**config.mk**
```make
export PLATFORM = sky130hd
export DESIGN_NAME = lsu_retire_queue_flat
export DESIGN_NICKNAME = d
export VERILOG_FILES = /design/src/rtl/lsu_retire_queue_if.sv /design/src/rtl/lsu_retire_queue.sv /design/src/flat_wrapper.sv
export SDC_FILE = /design/constraint.sdc
export NUM_CORES = 1
export LEC_CHECK = 0
export ABC_AREA = 1
export ABC_CLOCK_PERIOD_IN_PS = 3600
export BUFFER_PORTS_ARGS = -buffer_cell sky130_fd_sc_hd__buf_4
export CORE_ASPECT_RATIO = 0.75
export CORE_MARGIN = 2
export CORE_UTILIZATION = 42
export DETAILED_ROUTE_END_ITERATION = 10
export HOLD_SLACK_MARGIN = 0.08
export SKIP_LAST_GASP = 1
export SLEW_MARGIN = 20
export SYNTH_ARGS = -nofsm -noshare
export SYNTH_HDL_FRONTEND = slang
export SYNTH_SLANG_ARGS = --single-unit
```
**constraint.sdc**
```tcl
create_clock -name clk -period 3.6 [get_ports clk]
set_input_delay 1.08 -clock clk [delete_from_list [all_inputs] [get_ports clk]]
set_output_delay 1.08 -clock clk [all_outputs]
set_load 0.01 [all_outputs]
```
**src/rtl/lsu_retire_queue_if.sv**
```systemverilog
// Handshake bundle between the warp scheduler, the memory port and the scoreboard
// for the load/store retire queue.
interface lsu_retire_queue_if #(
   parameter int DATA_WIDTH = 16
) ();
   logic                  issue_valid;
   logic                  issue_ready;
   logic [1:0]            issue_warp;
   logic [3:0]            issue_mask;
   logic [DATA_WIDTH-1:0] issue_addr;
   logic                  issue_is_store;

   logic                  mem_req_valid;
   logic                  mem_req_ready;
   logic [DATA_WIDTH-1:0] mem_req_addr;
   logic                  mem_req_is_store;
   logic                  mem_resp_valid;

   logic                  done_bit;
   logic [1:0]            warp_num_clear;
   logic [3:0]            threads_mask_clear;
   logic                  resp_error;

   modport slave (
      input  issue_valid, issue_warp, issue_mask, issue_addr, issue_is_store,
      input  mem_req_ready, mem_resp_valid,
      output issue_ready, mem_req_valid, mem_req_addr, mem_req_is_store,
      output done_bit, warp_num_clear, threads_mask_clear, resp_error
   );

   modport master (
      output issue_valid, issue_warp, issue_mask, issue_addr, issue_is_store,
      output mem_req_ready, mem_resp_valid,
      input  issue_ready, mem_req_valid, mem_req_addr, mem_req_is_store,
      input  done_bit, warp_num_clear, threads_mask_clear, resp_error
   );
endinterface

```
**src/rtl/lsu_retire_queue.sv**
```systemverilog
// In-order memory instruction tracker: queues issued loads/stores, sends them to the
// memory port one at a time, and pairs in-order responses with completion pulses.
module lsu_retire_queue #(
   parameter int DATA_WIDTH = 16,
   parameter int DEPTH      = 4
) (
   input  logic              clk,
   input  logic              reset,
   lsu_retire_queue_if.slave bus
);
   localparam int AW = $clog2(DEPTH);
   localparam int PW = AW + 1;

   typedef logic [PW-1:0] ptr_t;

   function automatic ptr_t ptr_inc(input ptr_t p);
      return p + ptr_t'(1);
   endfunction

   function automatic logic [AW-1:0] ptr_idx(input ptr_t p);
      return p[AW-1:0];
   endfunction

   // Same slot but different lap means the writer has lapped the oldest entry.
   function automatic logic ptr_full(input ptr_t w, input ptr_t r);
      return (w[AW-1:0] == r[AW-1:0]) && (w[AW] != r[AW]);
   endfunction

   logic [1:0]            warp_mem_q  [DEPTH];
   logic [3:0]            mask_mem_q  [DEPTH];
   logic [DATA_WIDTH-1:0] addr_mem_q  [DEPTH];
   logic                  store_mem_q [DEPTH];

   ptr_t wr_ptr_q,  wr_ptr_d;
   ptr_t req_ptr_q, req_ptr_d;
   ptr_t rd_ptr_q,  rd_ptr_d;

   logic       done_q,      done_d;
   logic [1:0] warp_clr_q,  warp_clr_d;
   logic [3:0] mask_clr_q,  mask_clr_d;
   logic       resp_err_q,  resp_err_d;

   logic issue_ready_s;
   logic req_valid_s;
   logic outstanding_s;
   logic issue_fire_s;
   logic req_fire_s;
   logic resp_hit_s;
   logic resp_miss_s;

   always_comb begin
      issue_ready_s = !ptr_full(wr_ptr_q, rd_ptr_q);
      req_valid_s   = (req_ptr_q != wr_ptr_q);
      outstanding_s = (rd_ptr_q != req_ptr_q);
      issue_fire_s  = bus.issue_valid && issue_ready_s;
      req_fire_s    = req_valid_s && bus.mem_req_ready;
      resp_hit_s    = bus.mem_resp_valid && outstanding_s;
      resp_miss_s   = bus.mem_resp_valid && !outstanding_s;
   end

   always_comb begin
      wr_ptr_d   = wr_ptr_q;
      req_ptr_d  = req_ptr_q;
      rd_ptr_d   = rd_ptr_q;
      done_d     = 1'b0;
      warp_clr_d = warp_clr_q;
      mask_clr_d = mask_clr_q;
      resp_err_d = resp_err_q;

      if (issue_fire_s) begin
         wr_ptr_d = ptr_inc(wr_ptr_q);
      end else begin
         wr_ptr_d = wr_ptr_q;
      end

      if (req_fire_s) begin
         req_ptr_d = ptr_inc(req_ptr_q);
      end else begin
         req_ptr_d = req_ptr_q;
      end

      // Completion fields hold their last value between pulses.
      if (resp_hit_s) begin
         rd_ptr_d   = ptr_inc(rd_ptr_q);
         done_d     = 1'b1;
         warp_clr_d = warp_mem_q[ptr_idx(rd_ptr_q)];
         mask_clr_d = mask_mem_q[ptr_idx(rd_ptr_q)];
      end else begin
         rd_ptr_d   = rd_ptr_q;
         done_d     = 1'b0;
         warp_clr_d = warp_clr_q;
         mask_clr_d = mask_clr_q;
      end

      if (resp_miss_s) begin
         resp_err_d = 1'b1;
      end else begin
         resp_err_d = resp_err_q;
      end
   end

   always_ff @(posedge clk) begin
      if (reset) begin
         wr_ptr_q   <= '0;
         req_ptr_q  <= '0;
         rd_ptr_q   <= '0;
         done_q     <= 1'b0;
         warp_clr_q <= 2'b00;
         mask_clr_q <= 4'b0000;
         resp_err_q <= 1'b0;
      end else begin
         wr_ptr_q   <= wr_ptr_d;
         req_ptr_q  <= req_ptr_d;
         rd_ptr_q   <= rd_ptr_d;
         done_q     <= done_d;
         warp_clr_q <= warp_clr_d;
         mask_clr_q <= mask_clr_d;
         resp_err_q <= resp_err_d;
      end
   end

   // Entry payload needs no reset: pointers alone decide which slots are live.
   always_ff @(posedge clk) begin
      if (issue_fire_s) begin
         warp_mem_q[ptr_idx(wr_ptr_q)]  <= bus.issue_warp;
         mask_mem_q[ptr_idx(wr_ptr_q)]  <= bus.issue_mask;
         addr_mem_q[ptr_idx(wr_ptr_q)]  <= bus.issue_addr;
         store_mem_q[ptr_idx(wr_ptr_q)] <= bus.issue_is_store;
      end
   end

   assign bus.issue_ready        = issue_ready_s;
   assign bus.mem_req_valid      = req_valid_s;
   assign bus.mem_req_addr       = addr_mem_q[ptr_idx(req_ptr_q)];
   assign bus.mem_req_is_store   = store_mem_q[ptr_idx(req_ptr_q)];
   assign bus.done_bit           = done_q;
   assign bus.warp_num_clear     = warp_clr_q;
   assign bus.threads_mask_clear = mask_clr_q;
   assign bus.resp_error         = resp_err_q;

endmodule

```
**src/flat_wrapper.sv**
```systemverilog
// flat-port wrapper written by rule: the top's interface ports become plain ports
module lsu_retire_queue_flat 
#(
   parameter int DATA_WIDTH = 16,
   parameter int DEPTH      = 4
)
  (clk, reset, bus_issue_valid, bus_issue_warp, bus_issue_mask, bus_issue_addr, bus_issue_is_store, bus_mem_req_ready, bus_mem_resp_valid, bus_issue_ready, bus_mem_req_valid, bus_mem_req_addr, bus_mem_req_is_store, bus_done_bit, bus_warp_num_clear, bus_threads_mask_clear, bus_resp_error);
  lsu_retire_queue_if #(.DATA_WIDTH(DATA_WIDTH)) bus_i ();
  input  logic clk;
  input  logic reset;
  input wire logic [$bits(bus_i.issue_valid)-1:0] bus_issue_valid;
  input wire logic [$bits(bus_i.issue_warp)-1:0] bus_issue_warp;
  input wire logic [$bits(bus_i.issue_mask)-1:0] bus_issue_mask;
  input wire logic [$bits(bus_i.issue_addr)-1:0] bus_issue_addr;
  input wire logic [$bits(bus_i.issue_is_store)-1:0] bus_issue_is_store;
  input wire logic [$bits(bus_i.mem_req_ready)-1:0] bus_mem_req_ready;
  input wire logic [$bits(bus_i.mem_resp_valid)-1:0] bus_mem_resp_valid;
  output wire logic [$bits(bus_i.issue_ready)-1:0] bus_issue_ready;
  output wire logic [$bits(bus_i.mem_req_valid)-1:0] bus_mem_req_valid;
  output wire logic [$bits(bus_i.mem_req_addr)-1:0] bus_mem_req_addr;
  output wire logic [$bits(bus_i.mem_req_is_store)-1:0] bus_mem_req_is_store;
  output wire logic [$bits(bus_i.done_bit)-1:0] bus_done_bit;
  output wire logic [$bits(bus_i.warp_num_clear)-1:0] bus_warp_num_clear;
  output wire logic [$bits(bus_i.threads_mask_clear)-1:0] bus_threads_mask_clear;
  output wire logic [$bits(bus_i.resp_error)-1:0] bus_resp_error;
  assign bus_i.issue_valid = bus_issue_valid;
  assign bus_i.issue_warp = bus_issue_warp;
  assign bus_i.issue_mask = bus_issue_mask;
  assign bus_i.issue_addr = bus_issue_addr;
  assign bus_i.issue_is_store = bus_issue_is_store;
  assign bus_i.mem_req_ready = bus_mem_req_ready;
  assign bus_i.mem_resp_valid = bus_mem_resp_valid;
  assign bus_issue_ready = bus_i.issue_ready;
  assign bus_mem_req_valid = bus_i.mem_req_valid;
  assign bus_mem_req_addr = bus_i.mem_req_addr;
  assign bus_mem_req_is_store = bus_i.mem_req_is_store;
  assign bus_done_bit = bus_i.done_bit;
  assign bus_warp_num_clear = bus_i.warp_num_clear;
  assign bus_threads_mask_clear = bus_i.threads_mask_clear;
  assign bus_resp_error = bus_i.resp_error;
  lsu_retire_queue #(.DATA_WIDTH(DATA_WIDTH), .DEPTH(DEPTH)) u_core (.clk(clk), .reset(reset), .bus(bus_i));
endmodule
```
==> summary.md <==
| Metric | Value |
|---|---|
| Syn nets | `between 400 and 500` |
| Static Leak | `about 0.0022 uW` |
| Routed len/inst | `about 14 microns` |
| FFs w/ async S/R, synth | `0%` |
| Peak supply drop | `273 uV` |
| Non-filler instance count after layout | `602` |
| CP top delay family | `buffers and inverters` |
| Initial Util | `a little over two fifths` |
| Worst hold start | `u_core.bus.resp_error$_SDFFE_PP0P_` |
| Starting DRT DRC Count | `237` |
| Hold Vio Cnt, Final | `0` |
| Synth top area cells | `edfxtp_1 60%, dfxtp_1 8.3%, nand2_1 5.1%, nor2_1 4.6%, o21ai_0 3.7%` |
| Drt first pass iters | `4` |
| Largest family of logic cells by synthesized area | `simple AND/OR/NAND/NOR gates` |
| CTS tree | `yes` |
| IO Pins | `55` |
| Setup bufs post-CTS | `0` |
| Placed instance count | `roughly 590` |
| Final setup violation count | `0` |
| Reg2reg start | `u_core.rd_ptr_q[1]$_SDFFE_PP0P_` |
| Critical path endpoint category | `output pin` |
| Initial antenna violation count | `0` |
| Area grow syn2layout | `18.8%` |
| Outcome | `finished, final reports clean` |
| Cells after synthesis | `404` |
| Vias in the first global route | `2912` |
| Fin crit period | `between 2 and 3 ns` |
| Post-synth top area cell | `edfxtp_1` |
| # hold bufs at CTS | `0` |
| Crit-path max cell delay | `approximately 0.44 ns` |
| Core footprint | `10500 sq um` |
| GR Overflow Total | `0` |
| Fin Clk Skew | `between 0.009 and 0.01 ns` |
| Die Height | `between 90 and 100 microns` |
| Multiplexer area fraction after synthesis | `0%` |
| Commonest cells post-synth | `92 x edfxtp_1, 62 x nand2_1, 56 x nor2_1, 41 x inv_1, 34 x o21ai_0` |
| Yosys top cell area share | `60.5%` |
| Num CTS Buffers | `9` |
| FILL cells | `903` |
| Fmax | `between 300 and 400 MHz` |
| MaxCap Viol Count | `0` |
| First-pass GRT wire length | `14500 microns` |
| Worst path bufs/invs | `3` |
| Die ar. | `11700 sq um` |
| Drt total wl | `approximately 8700 microns` |
| Fin nets | `between 400 and 500` |
| CTS Buffer Depth | `2` |
| Max-slew violations | `0` |
| Clock Latency Late Sink | `0.35 ns` |
| Die X | `124 microns` |
| Fin util | `52.0%` |
| Cell area after synthesis | `4570 sq um` |
| Power density over the cells | `644 nW/um^2` |
| Critical Path Start Type | `flop` |
| Post-Synth Simple-Gate Area | `13.9%` |
| Antenna-violating nets left | `0` |
| Largest net degree at the start of global routing | `36` |
| Setup TNS | `0 ns` |
| All-Layer GR Usage | `16.0%` |
| Xor and xnor area share after synthesis | `under 10%` |
| Number of synthesized flops with an enable pin | `92` |
| Ys Warns | `0` |
| Root Driver | `clkbuf_16` |
| Ordered cell list for the critical path | `buf_4 -> inv_1 -> o21ai_0 -> o22ai_1 -> buf_4` |
| Seq/Total Area, Yosys | `between 60% and 70%` |
| Post-Synth Adder-Cell Area | `1.64%` |
| Tightest Pin Transition | `0.850 ns` |
| Ys flop type | `edfxtp_1` |
| Worst hold path class | `reg -> reg` |
| CTS clock-pin slew for the worst setup and hold paths | `0.07 ns` |
| Number of gates resized after CTS | `0` |
| Fin crit share | `between 80% and 90%` |
| CTS sink cnt | `111` |
| WP data arrival | `1.90 ns` |
| Cell mode on critical path | `buf_4` |
| Avg Cell Area, Syn | `11.3 sq um` |
| Count leader, synth | `edfxtp_1` |
| Crit Path Category | `reg -> out` |
| Via density | `~4.9` |
| Share of cells above drive strength 1 | `21.0%` |
| Slowest cell on the critical path | `inv_1` |
| Htree depth | `3` |
| Fin area | `5430 sq um` |
| Rel. slew slack | `about 43%` |
| Cell variety after synth | `24` |
| Detailed placement HPWL | `between 5000 and 6000 microns` |
| Compound-Gate Fraction of Synth Area | `8.30%` |
| # rows | `32` |
| Port Buffers | `54` |
| DRC | `0` |
| Worst Path Max Fanout | `18` |
| CP required | `about 2.5 ns` |
| RePlAce Congestion | `0.732` |
| Unrepaired setup endpoints after global routing | `false` |
| Dpl cell area | `5120 sq um` |
| Vias | `around 3000` |
| Ant. Diodes | `0` |
| FF+latch count, synth | `111` |
[final timing paths]
check                                        to  slack, ns  cells past startpoint
max reg2reg   u_core.mask_mem_q[1][3]$_DFFE_PP_       1.23                      5
min          u_core.bus.resp_error$_SDFFE_PP0P_       0.45                      2
max                         bus_mem_req_addr[4]       0.62                      5
min reg2reg  u_core.bus.resp_error$_SDFFE_PP0P_       0.45                      2
[power by group]
part	switching (uW)	internal, uW	leakage [uW]
Clock	431	608	0.000154
Sequential	66.8	1530	0.00100
Combinational	517	349	0.00103
Total	1010	2480	0.00218
[per-layer routing]
| metal | global-route usage, % | routed length, microns |
|---|---|---|
| met4 | 5.90 | 134 |
| met5 | 0 | 0 |
| met2 | 25.1 | 3960 |
| met1 | 21.6 | 4290 |
| met3 | 4.48 | 325 |
[logic make-up after synthesis]
| family | Yosys count |
|---|---|
| AO/OA/AOI/OAI | 67 |
| XOR/XNOR | 5 |
| adder cells (fa/ha/maj) | 6 |
| buffers and inverters | 65 |
| flip-flops | 111 |
| AND/OR/NAND/NOR | 150 |
[sequential cells by signal, summed over array words and instances (netlist names), named ones only]
signal / count
u_core.addr_mem_q: 64
u_core.bus.done_bit: 1
u_core.bus.resp_error: 1
u_core.bus.threads_mask_clear: 4
u_core.bus.warp_num_clear: 2
u_core.mask_mem_q: 16
u_core.rd_ptr_q: 3
u_core.req_ptr_q: 3
u_core.store_mem_q: 4
u_core.warp_mem_q: 8
u_core.wr_ptr_q: 3
[worst reg2reg max path, cell delays in order (launching register included)]
cell and delay [ns]:
dfxtp_1 0.64, xnor2_1 0.14, nand3_2 0.17, nand2_1 0.15, nor2_2 0.67, buf_4 0.30
[placed cells by master, fill, tap and decap left out, drive strengths merged]
master  count
dfxtp      19
nand2      63
a21oi      16
bufinv      2
xnor2       5
inv        49
o21ai      34
nand3      28
clkinv      3
o22ai      17
ha          6
edfxtp     92
nand3b      2
nor2       56
nand4       1
buf        63
clkbuf     10
[through the flow]
stage                     total power, uW  setup WS [ns]  hold slack (ns)
after floorplan                      2190           1.05            0.468
after global placement               2480           1.03            0.438
after detailed placement             2500          0.982            0.441
after CTS                            3540          0.647            0.452
after global routing                 3690          0.546            0.484
final                                3500          0.621            0.448
[cell type report]
type / instances / area (sq um) / share of cell area, %
flip-flops and latches: 111 / 3140 / 57.9
clock buffers: 10 / 229 / 4.22
inverters: 48 / 185 / 3.41
clock inverters: 6 / 82.6 / 1.52
repair buffers: 63 / 473 / 8.71
well taps: 136 / 170 / 3.13
multi-input cells: 228 / 1150 / 21.1
Note: power is estimated with default switching activity, not from simulation.
